$ cat config.mk
export PLATFORM = sky130hd
export DESIGN_NAME = rob_alloc
export DESIGN_NICKNAME = d
export VERILOG_FILES = /design/src/rtl/rob_alloc_pkg.sv /design/src/rtl/rob_ptr.sv /design/src/rtl/rob_alloc.sv
export SDC_FILE = /design/constraint.sdc
export NUM_CORES = 1
export LEC_CHECK = 0
export CORE_MARGIN = 2
export CORE_UTILIZATION = 40
export CTS_CLUSTER_SIZE = 20
export DETAILED_ROUTE_END_ITERATION = 6
export PLACE_DENSITY_LB_ADDON = 0.25
export SKIP_LAST_GASP = 1
export SLEW_MARGIN = 0
export SYNTH_ARGS = -nofsm -noshare
export SYNTH_HDL_FRONTEND = slang
export SYNTH_HIERARCHICAL = 1
export SYNTH_SLANG_ARGS = --single-unit
$ cat constraint.sdc
create_clock -name clk -period 3.7 [get_ports clk]
set_clock_uncertainty 0.1 [all_clocks]
set_input_delay 0.74 -clock clk [delete_from_list [all_inputs] [get_ports clk]]
set_output_delay 0.74 -clock clk [all_outputs]
set_load 0.02 [all_outputs]
$ cat src/rtl/rob_alloc_pkg.sv
// Shared sizing, tag encoding and entry layout for the reorder-buffer allocator.
package rob_alloc_pkg;

   localparam int ENTRIES = 16;
   localparam int IDX_W   = 4;
   localparam int TAG_W   = 5;
   localparam int REG_W   = 5;
   localparam int DATA_W  = 32;

   localparam logic [TAG_W-1:0] TAG_INVALID = '1;

   typedef struct packed {
      logic              busy;
      logic              ready;
      logic              rd_en;
      logic [REG_W-1:0]  rd;
      logic [DATA_W-1:0] val;
   } rob_entry_t;

   // Tags are the entry index zero-extended, so the all-ones tag never names an entry.
   function automatic logic [TAG_W-1:0] idx2tag(input logic [IDX_W-1:0] idx);
      return {{(TAG_W-IDX_W){1'b0}}, idx};
   endfunction

endpackage

$ cat src/rtl/rob_ptr.sv
// Head/tail pointer pair with a wrap bit above the index, giving full/empty directly.
module rob_ptr #(
   parameter int IDX_W = 4
) (
   input  logic             clk,
   input  logic             rst,
   input  logic             clr,
   input  logic             inc_head,
   input  logic             inc_tail,
   output logic [IDX_W-1:0] head_idx,
   output logic [IDX_W-1:0] tail_idx,
   output logic             full,
   output logic             empty
);

   logic [IDX_W:0] head;
   logic [IDX_W:0] tail;

   always_ff @(posedge clk) begin
      if (rst || clr) begin
         head <= '0;
         tail <= '0;
      end else begin
         if (inc_head) head <= head + (IDX_W+1)'(1);
         if (inc_tail) tail <= tail + (IDX_W+1)'(1);
      end
   end

   assign head_idx = head[IDX_W-1:0];
   assign tail_idx = tail[IDX_W-1:0];
   assign empty    = (head == tail);
   // Same slot but different lap means the tail has caught the head from behind.
   assign full     = (head[IDX_W-1:0] == tail[IDX_W-1:0]) && (head[IDX_W] != tail[IDX_W]);

endmodule

$ cat src/rtl/rob_alloc.sv
// ROB tag allocator: grants tags to decode, captures CDB results, retires in order to the RF.
module rob_alloc
   import rob_alloc_pkg::*;
(
   input  logic              clk,
   input  logic              rst,
   input  logic              flush,
   input  logic              alloc_req,
   input  logic              alloc_rd_en,
   input  logic [REG_W-1:0]  alloc_rd,
   output logic [TAG_W-1:0]  avail_tag,
   output logic              full,
   output logic              empty,
   input  logic              cdb_valid,
   input  logic [TAG_W-1:0]  cdb_tag,
   input  logic [DATA_W-1:0] cdb_val,
   output logic              retire_valid,
   output logic              wb_en,
   output logic [REG_W-1:0]  wb_rd,
   output logic [TAG_W-1:0]  wb_tag,
   output logic [DATA_W-1:0] wb_val
);

   rob_entry_t       ent [ENTRIES];
   logic [IDX_W-1:0] head_idx;
   logic [IDX_W-1:0] tail_idx;
   logic [IDX_W-1:0] cdb_idx;
   logic             alloc_fire;
   logic             cdb_fire;
   logic             retire_fire;

   rob_ptr #(.IDX_W(IDX_W)) u_ptr (
      .clk      (clk),
      .rst      (rst),
      .clr      (flush),
      .inc_head (retire_fire),
      .inc_tail (alloc_fire),
      .head_idx (head_idx),
      .tail_idx (tail_idx),
      .full     (full),
      .empty    (empty)
   );

   assign avail_tag  = full ? TAG_INVALID : idx2tag(tail_idx);
   assign alloc_fire = alloc_req && !full;

   // Upper tag bits must be zero: this rejects TAG_INVALID and any other non-entry tag.
   assign cdb_idx  = cdb_tag[IDX_W-1:0];
   assign cdb_fire = cdb_valid && (cdb_tag[TAG_W-1:IDX_W] == '0) &&
                     ent[cdb_idx].busy && !ent[cdb_idx].ready;

   assign retire_fire = ent[head_idx].busy && ent[head_idx].ready;

   always_ff @(posedge clk) begin
      if (rst) begin
         for (int i = 0; i < ENTRIES; i++) ent[i] <= '0;
      end else if (flush) begin
         for (int i = 0; i < ENTRIES; i++) begin
            ent[i].busy  <= 1'b0;
            ent[i].ready <= 1'b0;
         end
      end else begin
         // Retire and alloc never share a slot: alloc needs !full, retire needs a busy head.
         if (retire_fire) begin
            ent[head_idx].busy  <= 1'b0;
            ent[head_idx].ready <= 1'b0;
         end
         if (alloc_fire) begin
            ent[tail_idx].busy  <= 1'b1;
            ent[tail_idx].ready <= 1'b0;
            ent[tail_idx].rd_en <= alloc_rd_en;
            ent[tail_idx].rd    <= alloc_rd;
         end
         if (cdb_fire) begin
            ent[cdb_idx].ready <= 1'b1;
            ent[cdb_idx].val   <= cdb_val;
         end
      end
   end

   always_ff @(posedge clk) begin
      if (rst) begin
         retire_valid <= 1'b0;
         wb_en        <= 1'b0;
         wb_rd        <= '0;
         wb_tag       <= TAG_INVALID;
         wb_val       <= '0;
      end else if (flush) begin
         retire_valid <= 1'b0;
         wb_en        <= 1'b0;
      end else begin
         retire_valid <= retire_fire;
         // r0 is hardwired, so a retire to it never writes the register file.
         wb_en        <= retire_fire && ent[head_idx].rd_en && (ent[head_idx].rd != '0);
         if (retire_fire) begin
            wb_rd  <= ent[head_idx].rd;
            wb_tag <= idx2tag(head_idx);
            wb_val <= ent[head_idx].val;
         end
      end
   end

endmodule

==> Word level (Yosys, flattened, before mapping) <==
Memory sizes are Yosys's and may differ from the RTL's. A register that Yosys moved wholly into a read port is not among the register bits.
Index checks and enable logic that the tools add are counted.
{ "op_classes": {"n_bitwise": 34, "reduce_logical": 17, "addsub": 2, "n_eq_ne": 3, "muxes": 61} }
{ "op_table": {"columns": ["cell", "n"], "rows": [
  ["two-way mux 40 bit", 3],
  ["OR reduction 40 bit", 3],
  ["two-way mux 1 bit", 49],
  ["OR 1 bit", 32],
  ["two-way mux 4 bit", 7],
  ["adder 5 x 1 -> 5 bit, second input constant", 2],
  ["logical AND 1 bit", 8],
  ["equality test 5 bit", 1],
  ["two-way mux 5 bit", 1],
  ["nonzero test 5 bit", 1],
  ["equality test 4 bit", 1],
  ["two-way mux 3 bit", 1],
  ["logical NOT 1 bit", 2],
  ["inverter 1 bit", 2],
  ["AND reduction 2 bit", 1],
  ["OR reduction 2 bit", 1],
  ["logical OR 1 bit", 1],
  ["!= test 1 bit", 1]
]} }
{ "totals": {"input_bits": 48, "register_bits": 54, "word_cells": 125, "ramBits": 640, "mem_count": 1} }
{ "mem_list": {"columns": ["memory", "depth", "width", "read_ports", "rd_ports_with_merged_regs", "write_ports", "line", "text"], "rows": [
  ["ent", 16, 40, 2, 1, 16, "rob_alloc.sv:24", "rob_entry_t ent [ENTRIES];"]
]} }

==> Depth between registers and ports, before layout <==
Gate-level depths: netlist of the first run.
{ "logic_depth": {"ltp_word": 10, "depth_mapped": 12, "mapped_depth_nobuf": 9} }

==> Hierarchy <==
Netlist of the first run, hierarchy kept.
{ "by_module_without_submodules": {"columns": ["mod", "seq_area_each_um2", "cells_each", "instances", "area_per_inst_um2"], "rows": [
  ["rob_alloc", 19779.0, 2051, 1, 31012.2],
  ["rob_ptr", 200.2, 56, 1, 516.7]
]} }

==> Worst setup path before layout of the first run <==
OpenSTA, ideal clock, no wires.
{ "synth_path": {"path_type": "input port to flip-flop", "start": "input port flush", "end": "memory ent[12][0] (netlist bit), enable pin", "required_time_ps": 3225, "setup_slack_ps": 863, "arrival_time_ps": 2362, "setup_ps": 375, "stages": 5, "path_cell_list": "nor4b_2 and3_1 o211ai_2 nor3_1 or2_2"} }
{ "synth_lines": {"columns": ["element", "line", "text"], "rows": [
  ["start, declared", "rob_alloc.sv:7", "input logic flush,"],
  ["end, declared", "rob_alloc.sv:24", null]
]} }

==> Worst setup path in the final report of the first run <==
{ "layout_path": {"start": "register u_ptr.tail[3]", "end": "output port avail_tag[2]"} }
{ "layout_via": {"elab_chain_len": 3} }
{ "layout_rtl": {"columns": ["element", "line", "text"], "rows": [
  ["start, declared", "rob_ptr.sv:17", "logic [IDX_W:0] tail;"],
  ["start signal, assigned", "rob_ptr.sv:25", "if (inc_tail) tail <= tail + (IDX_W+1)'(1);"],
  ["equality test 4 bit", "rob_ptr.sv:33", "assign full = (head[IDX_W-1:0] == tail[IDX_W-1:0]) && (head[IDX_W] != tail[IDX_W]);"],
  ["logical AND 1 bit", "rob_ptr.sv:33", null],
  ["two-way mux 5 bit", "rob_alloc.sv:44", "assign avail_tag = full ? TAG_INVALID : idx2tag(tail_idx);"],
  ["end, declared", "rob_alloc.sv:11", "output logic [TAG_W-1:0] avail_tag,"]
]} }
Every way passes these cells.

==> reports/metrics.yaml, run 1 <==
detail-route-antenna-nets: 0
synth_top_area_share_pct: 57.9
place_inst: 3130
report.final.slew_viol_count: 0
use_met2_pct: 35.4
grt_overflow: 0
yosys.area.top_type: "edfxtp_1"
maxCapViolations: 0
wl_per_cell_um: 26.2
ioPinCount: 99
synth_cells: 2107
grt_max_degree: 77
cp.depth: 5
grtUsageMet1_pct: 28.6
track_usage_pct: 21.3
syn_avg_cell_area_um2: 15.0
synth_most_common_cell: "edfxtp_1"
die_y_um: 285
area_growth_syn_to_layout_pct: 15.1
place_congestion: 0.834
async_reset_ff_share_pct: 0
dieArea_um2: 81100
max_slew.worst_pin.slew_ns: 0.942
critPathArrivalTime_ns: 2.60
cts_num_sinks: 694
gr-max-usage-layer: "met2"
clkLatencyLatePin_ns: 0.63
rrSetupSlack_ns: 0.55
synth_edf_count: 608
drive_above_1_share_pct: 20.0
finalPower_mw: 16.8
final_cells: 3267
via_count: 18395
ys_types: 49
finalCriticalPeriod_ns: 3.44
grtUsageMet3_pct: 4.23
stdcell_area_um2: 36300
cpPeakStageDelay_ns: 0.60
placed_cell_area_um2: 33900
fmaxAchievable_ghz: 0.291
core_area_um2: 77700
die_x_um: 285
path_buf_inv: 1
antenna_found_initial: 7
grt_pass1_wl_um: 127000
finalHoldViolCount: 0
finalSetupViolCount: 0
slew_headroom_pct: 37.2
r2r-start: "u_ptr/tail[3]$_SDFFE_PP0P_"
synthFlopType: "edfxtp_1"
outcome: "completed"
powerDensity_nw_per_um2: 463
path_clk_slew_ns: 0.06
dp_hpwl_um: 50200
cts_htree_levels: 3
postCtsSetupRepairBufs: 0
crit_chain: "xnor2_1, nand4_1, nor2b_1, or2_2, clkdlybuf4s50_1"
worstPathRequired_ns: 2.86
end_kind: "output pin"
synth_warnings: 6
first_global_vias: 18832
clockBufferDepth: 3
synth.net_count: 2157
yosysSeqAreaShare_pct: 63.4
critPathLaunch: "u_ptr/tail[3]$_SDFFE_PP0P_"
drtIter0Drc: 1848
start_util_pct: 40.6
synth-seq-cells: 694
rsz0062_at_grt: "no"
ff2ff_path_depth: 8
p_leak_nw: 12.8
io_buffers: 98
dr.pass1.iters: 6
fp-row-count: 102
cts-root-buf: "clkbuf_16"
min-delay-path-class: "flip-flop to flip-flop"
endpoint: "avail_tag[2]"
ir_drop_mv: 0.325
via_per_inst: 5.63
netlist_area_um2: 31500
r2r-end: "ent[12][34]$_SDFFCE_PN0P_"
synthTopCellsByCount: "608 x edfxtp_1, 537 x and2_1, 194 x mux4_2, 146 x clkbuf_1, 86 x dfxtp_1"
totalWireLength_um: 85700
cts_tree: "built"
worst_setup_path_start_kind: "flip-flop"
finalSetupTns_ns: 0
finalCritPeriodShare_pct: 92.9
cp_top_family: "simple AND/OR/NAND/NOR gates"
nets: 2217
crit_type: "flip-flop to output pin"
cpMaxStageDelayCell: "clkdlybuf4s50_1"
worstPathMaxFanout: 8
synth_area_leaders: "edfxtp_1 58%, mux4_2 14%, and2_1 11%, dfxtp_1 5.5%, clkbuf_1 1.7%"
utilization_pct: 46.7
drc_errors: 0
cts_buffers: 75
## worst min path at each step
stage	startpoint	to	slack (ns)	cells past startpoint
4_1_cts	wb_tag[4]$_SDFFE_PP1N_	wb_tag[4]$_SDFFE_PP1N_	0.36	1
3_3_place_gp	wb_tag[4]$_SDFFE_PP1N_	wb_tag[4]$_SDFFE_PP1N_	0.34	1
6_report	wb_tag[4]$_SDFFE_PP1N_	wb_tag[4]$_SDFFE_PP1N_	0.36	1
3_5_place_dp	wb_tag[4]$_SDFFE_PP1N_	wb_tag[4]$_SDFFE_PP1N_	0.34	1
5_1_grt	wb_tag[4]$_SDFFE_PP1N_	wb_tag[4]$_SDFFE_PP1N_	0.40	1
2_1_floorplan	ent[2][39]$_SDFFE_PP1P_	ent[2][39]$_SDFFE_PP1P_	0.34	2
## registers in the layout, summed over array words and instances, names as in the netlist
name,flops
wb_tag,5
wb_en,1
ent,640
retire_valid,1
u_ptr/head,5
u_ptr/tail,5
wb_val,32
wb_rd,5
## cell families after synthesis
kind of cell / count (synthesis) / share of synthesized area, %
mux: 201 / 14.1
buf+inv: 211 / 2.98
fa+ha+maj: 2 / 0.0794
simple gates: 851 / 16.2
flops: 694 / 63.4
xor+xnor: 13 / 0.361
compound gates: 135 / 2.90
## layout make-up
class / instances / area [um2]
Antenna cell: 1 / 2.50
Clock buffer: 95 / 2110
Clock inverter: 41 / 295
Fill cell: 6718 / 41400
Inverter: 9 / 33.8
Multi-Input combinational cell: 1202 / 10700
Sequential cell: 694 / 20000
Tap cell: 1040 / 1300
Timing Repair Buffer: 185 / 1810
## metal layers
| metal | share of wire (%) | wire [um] |
|---|---|---|
| met5 | 0.019 | 16 |
| met2 | 49 | 42300 |
| met1 | 41 | 34900 |
| met3 | 7.6 | 6500 |
| met4 | 2.4 | 2090 |
## cells in the final DEF (no fill, tap or decap), drive strengths merged, types with 44 or more instances in the layout
cell type	instances
buf	89
clkdlybuf4s50	96
nand4	45
and3	74
nand2	59
nor2	44
edfxtp	608
mux4	194
and2	537
dfxtp	86
clkbuf	95
## per-stage QoR
step | worst slack [ns] | hold slack (ns)
after floorplan | 0.863 | 0.338
after global placement | 0.458 | 0.335
after detailed placement | 0.420 | 0.344
after CTS | 0.148 | 0.359
after global routing | 0.128 | 0.396
final | 0.262 | 0.357
## power breakdown
group	total (mW)	leakage, nW	switching [mW]	internal [mW]
Combinational	0.677	4.56	0.459	0.218
Clock	7.36	1.19	3.11	4.25
Sequential	8.75	7.05	0.0535	8.70
## what timing repair did
| item | CTS | global route |
|---|---|---|
| hold buffers | 0 | 0 |
| hold endpoints to repair | 0 | 0 |
| setup endpoints to repair | 0 | 2 |
| resized for setup | 0 | 1 |
## worst reg2reg max path, stage by stage, from the launching register on
cell and delay (ns):
dfxtp_1 0.55, xnor2_1 0.11, nand4_1 0.13, nor2b_1 0.11, nand2b_1 0.27, inv_1 0.31
and4_1 0.67, nand2_1 0.25, nand2b_1 0.32
Note: power is estimated with default switching activity, not from simulation.
==> run 2, diff against run 1 <==
--- a/config.mk
+++ b/config.mk
@@ -5,6 +5,7 @@
 export SDC_FILE = /design/constraint.sdc
 export NUM_CORES = 1
 export LEC_CHECK = 0
+export ABC_AREA = 1
 export CORE_MARGIN = 2
 export CORE_UTILIZATION = 40
 export CTS_CLUSTER_SIZE = 20
==> reports/metrics.yaml, run 2 <==
clockBufferDepth: 3
via_count: 23012
critPathArrivalTime_ns: 2.53
cts_htree_levels: 3
io_buffers: 98
max_slew.worst_pin.slew_ns: 0.843
utilization_pct: 47.5
cpMaxStageDelayCell: "clkdlybuf4s50_1"
worst_setup_path_start_kind: "flip-flop"
report.final.slew_viol_count: 0
wl_per_cell_um: 20.0
p_leak_nw: 14.6
synth_most_common_cell: "nand2_1"
outcome: "completed"
p_int_mw: 13.7
drive_above_1_share_pct: 8.64
finalCriticalPeriod_ns: 3.37
grt_overflow: 0
fmaxAchievable_ghz: 0.297
place_ws_ns: 0.0237
largest_reg_flops: 640
finalCritPeriodShare_pct: 91.1
synth-seq-cells: 694
ys_types: 28
detail-route-antenna-nets: 0
place_congestion: 0.891
seq_power_share_pct: 50.4
path_clk_slew_ns: 0.06
via_per_inst: 5.14
max_flop_register: "ent"
yosysSeqAreaShare_pct: 64.9
switching_share_pct: 21.4
grt_max_degree: 82
netlist_area_um2: 30800
worstPathRequired_ns: 2.86
dieArea_um2: 79200
nets: 3434
end_kind: "output pin"
track_usage_pct: 22.9
grt_pass1_wl_um: 136000
cpPeakStageDelay_ns: 0.60
postCtsSetupRepairBufs: 0
crit_chain: "inv_1, nand2_1, nand2_1, nor2_1, nand2_1, nor2_1, inv_1, nand2_1, clkdlybuf4s50_1"
top_regs: "ent x640, wb_val x32"
insertedDiodeCount: 0
start_util_pct: 40.4
synth_cells: 3302
core_area_um2: 76100
synthTopCellsByCount: "1141 x nand2_1, 751 x nor2_1, 608 x edfxtp_1, 171 x inv_1, 149 x nand4_1"
clkLatencyLatePin_ns: 0.62
worstPathMaxFanout: 10
cts_tree: "built"
ir_drop_mv: 0.330
finalPower_mw: 17.4
slew_headroom_pct: 43.8
synth.net_count: 3352
antenna_found_initial: 0
finalHoldViolCount: 0
ioPinCount: 99
drc_errors: 0
dr.pass1.iters: 6
cts_num_sinks: 694
fp-row-count: 101
synth_area_leaders: "edfxtp_1 59%, nand2_1 14%, nor2_1 9.2%, dfxtp_1 5.6%, nand4_1 3.0%"
final_cell_mix: "1125 x nand2_1, 746 x nor2_1, 608 x edfxtp_1"
crit_type: "flip-flop to output pin"
dp_hpwl_um: 55300
finalSetupTns_ns: 0
area_growth_syn_to_layout_pct: 17.4
synth_warnings: 6
yosys.area.top_type: "edfxtp_1"
finalSetupViolCount: 0
first_global_vias: 22458
die_x_um: 281
syn_avg_cell_area_um2: 9.32
async_reset_ff_share_pct: 0
cts-root-buf: "clkbuf_16"
rsz0062_at_grt: "no"
worst_slack_ns: 0.330
final_common_cell: "nand2_1"
powerDensity_nw_per_um2: 483
synthFlopType: "edfxtp_1"
cts_buffers: 76
net-switching-power_mw: 3.74
drtIter0Drc: 2034
min-delay-path-class: "flip-flop to flip-flop"
totalWireLength_um: 89800
synth_top_area_share_pct: 59.3
synth_edf_count: 608
die_y_um: 281
maxCapViolations: 0
power_frac_comb_pct: 3.7
p_clk_share_pct: 45.9
critPathMostFrequentCell: "nand2_1"
run 2: cell count changes after synthesis, moves of 29 or more:
| cell | previous run | this run |
|---|---|---|
| inv_1 | 8 | 171 |
| and3_1 | 74 | 0 |
| nand2_1 | 59 | 1141 |
| mux4_2 | 194 | 0 |
| nor2_1 | 44 | 751 |
| o31ai_1 | 40 | 0 |
| and2_1 | 537 | 0 |
| clkbuf_1 | 146 | 117 |
| buf_2 | 23 | 68 |
| nand3_1 | 10 | 80 |
| nand4_1 | 45 | 149 |
run 2: power groups by stage:
stage,Combinational [mW],Sequential (mW),Clock [mW]
2_1_floorplan,0.331,8.93,0
3_3_place_gp,0.650,8.94,0
3_5_place_dp,0.652,8.94,0
4_1_cts,0.653,8.78,8.11
5_1_grt,0.696,8.80,8.42
6_report,0.647,8.78,8.00
run 2: repair_timing:
| action | in CTS | in global routing |
|---|---|---|
| gates resized for setup | 0 | 2 |
| hold buffers | 0 | 0 |
| setup endpoints to repair | 0 | 4 |
run 2: worst max-delay path: cells and delay by family, from the launching register on:
family | cells | cell delay, ns
buffers and inverters | 3 | 0.80
and+or+nand+nor | 6 | 0.58
DFF | 1 | 0.53
run 2: final cells by class:
cell class	instances	area, um2
fill	7250	40000
sequential	694	20000
multi-input combinational	2213	9230
timing repair buffer	213	2280
clock buffer	95	2090
tap	1030	1290
inverter	186	704
clock inverter	47	543
run 2: kinds of logic (layout without fill, tap and decap cells):
logic type	count (synthesis)	count (layout)	share of synthesized area, %
AOI/OAI and AO/OA	49	49	0.830
xor gates and xnor gates	1	1	0.0285
adders and majority gates	2	2	0.0813
buffers and inverters	395	541	5.35
DFF	694	694	64.9
and+or+nand+nor	2161	2161	28.8
run 2: metal layers:
metal  global-route usage [%]  share of wire, %
met1                     31.4                43
met2                     38.2                47
met3                     2.83               6.7
met4                     7.35               3.0
met5                        0                 0
run 2: through the flow:
| stage | area, um2 | hold WS [ns] | std cells |
|---|---|---|---|
| floorplan | 30800 | 0.343 | 3302 |
| global placement | 33500 | 0.334 | 4336 |
| finish | 36100 | 0.343 | 4478 |
| detailed placement | 33500 | 0.339 | 4336 |
| CTS | 36100 | 0.350 | 4478 |
| global route | 36100 | 0.361 | 4478 |
run 2: final timing paths:
kind / slack [ns] / end / cells past startpoint / from
worst max-delay path: 0.33 / avail_tag[3] / 9 / u_ptr/tail[0]$_SDFFE_PP0P_
worst min-delay path: 0.34 / wb_tag[4]$_SDFFE_PP1N_ / 2 / wb_tag[4]$_SDFFE_PP1N_
worst max register to register: 0.89 / ent[9][34]$_SDFFCE_PN0P_ / 14 / u_ptr/tail[0]$_SDFFE_PP0P_
worst min register to register: 0.34 / wb_tag[4]$_SDFFE_PP1N_ / 2 / wb_tag[4]$_SDFFE_PP1N_
==> run 3, diff against run 2 <==
--- a/config.mk
+++ b/config.mk
@@ -6,6 +6,7 @@
 export NUM_CORES = 1
 export LEC_CHECK = 0
 export ABC_AREA = 1
+export CAP_MARGIN = 15
 export CORE_MARGIN = 2
 export CORE_UTILIZATION = 40
 export CTS_CLUSTER_SIZE = 20
==> results of run 3 <==
Same layout as run 2: the final DEF is identical, and so are final timing and power.
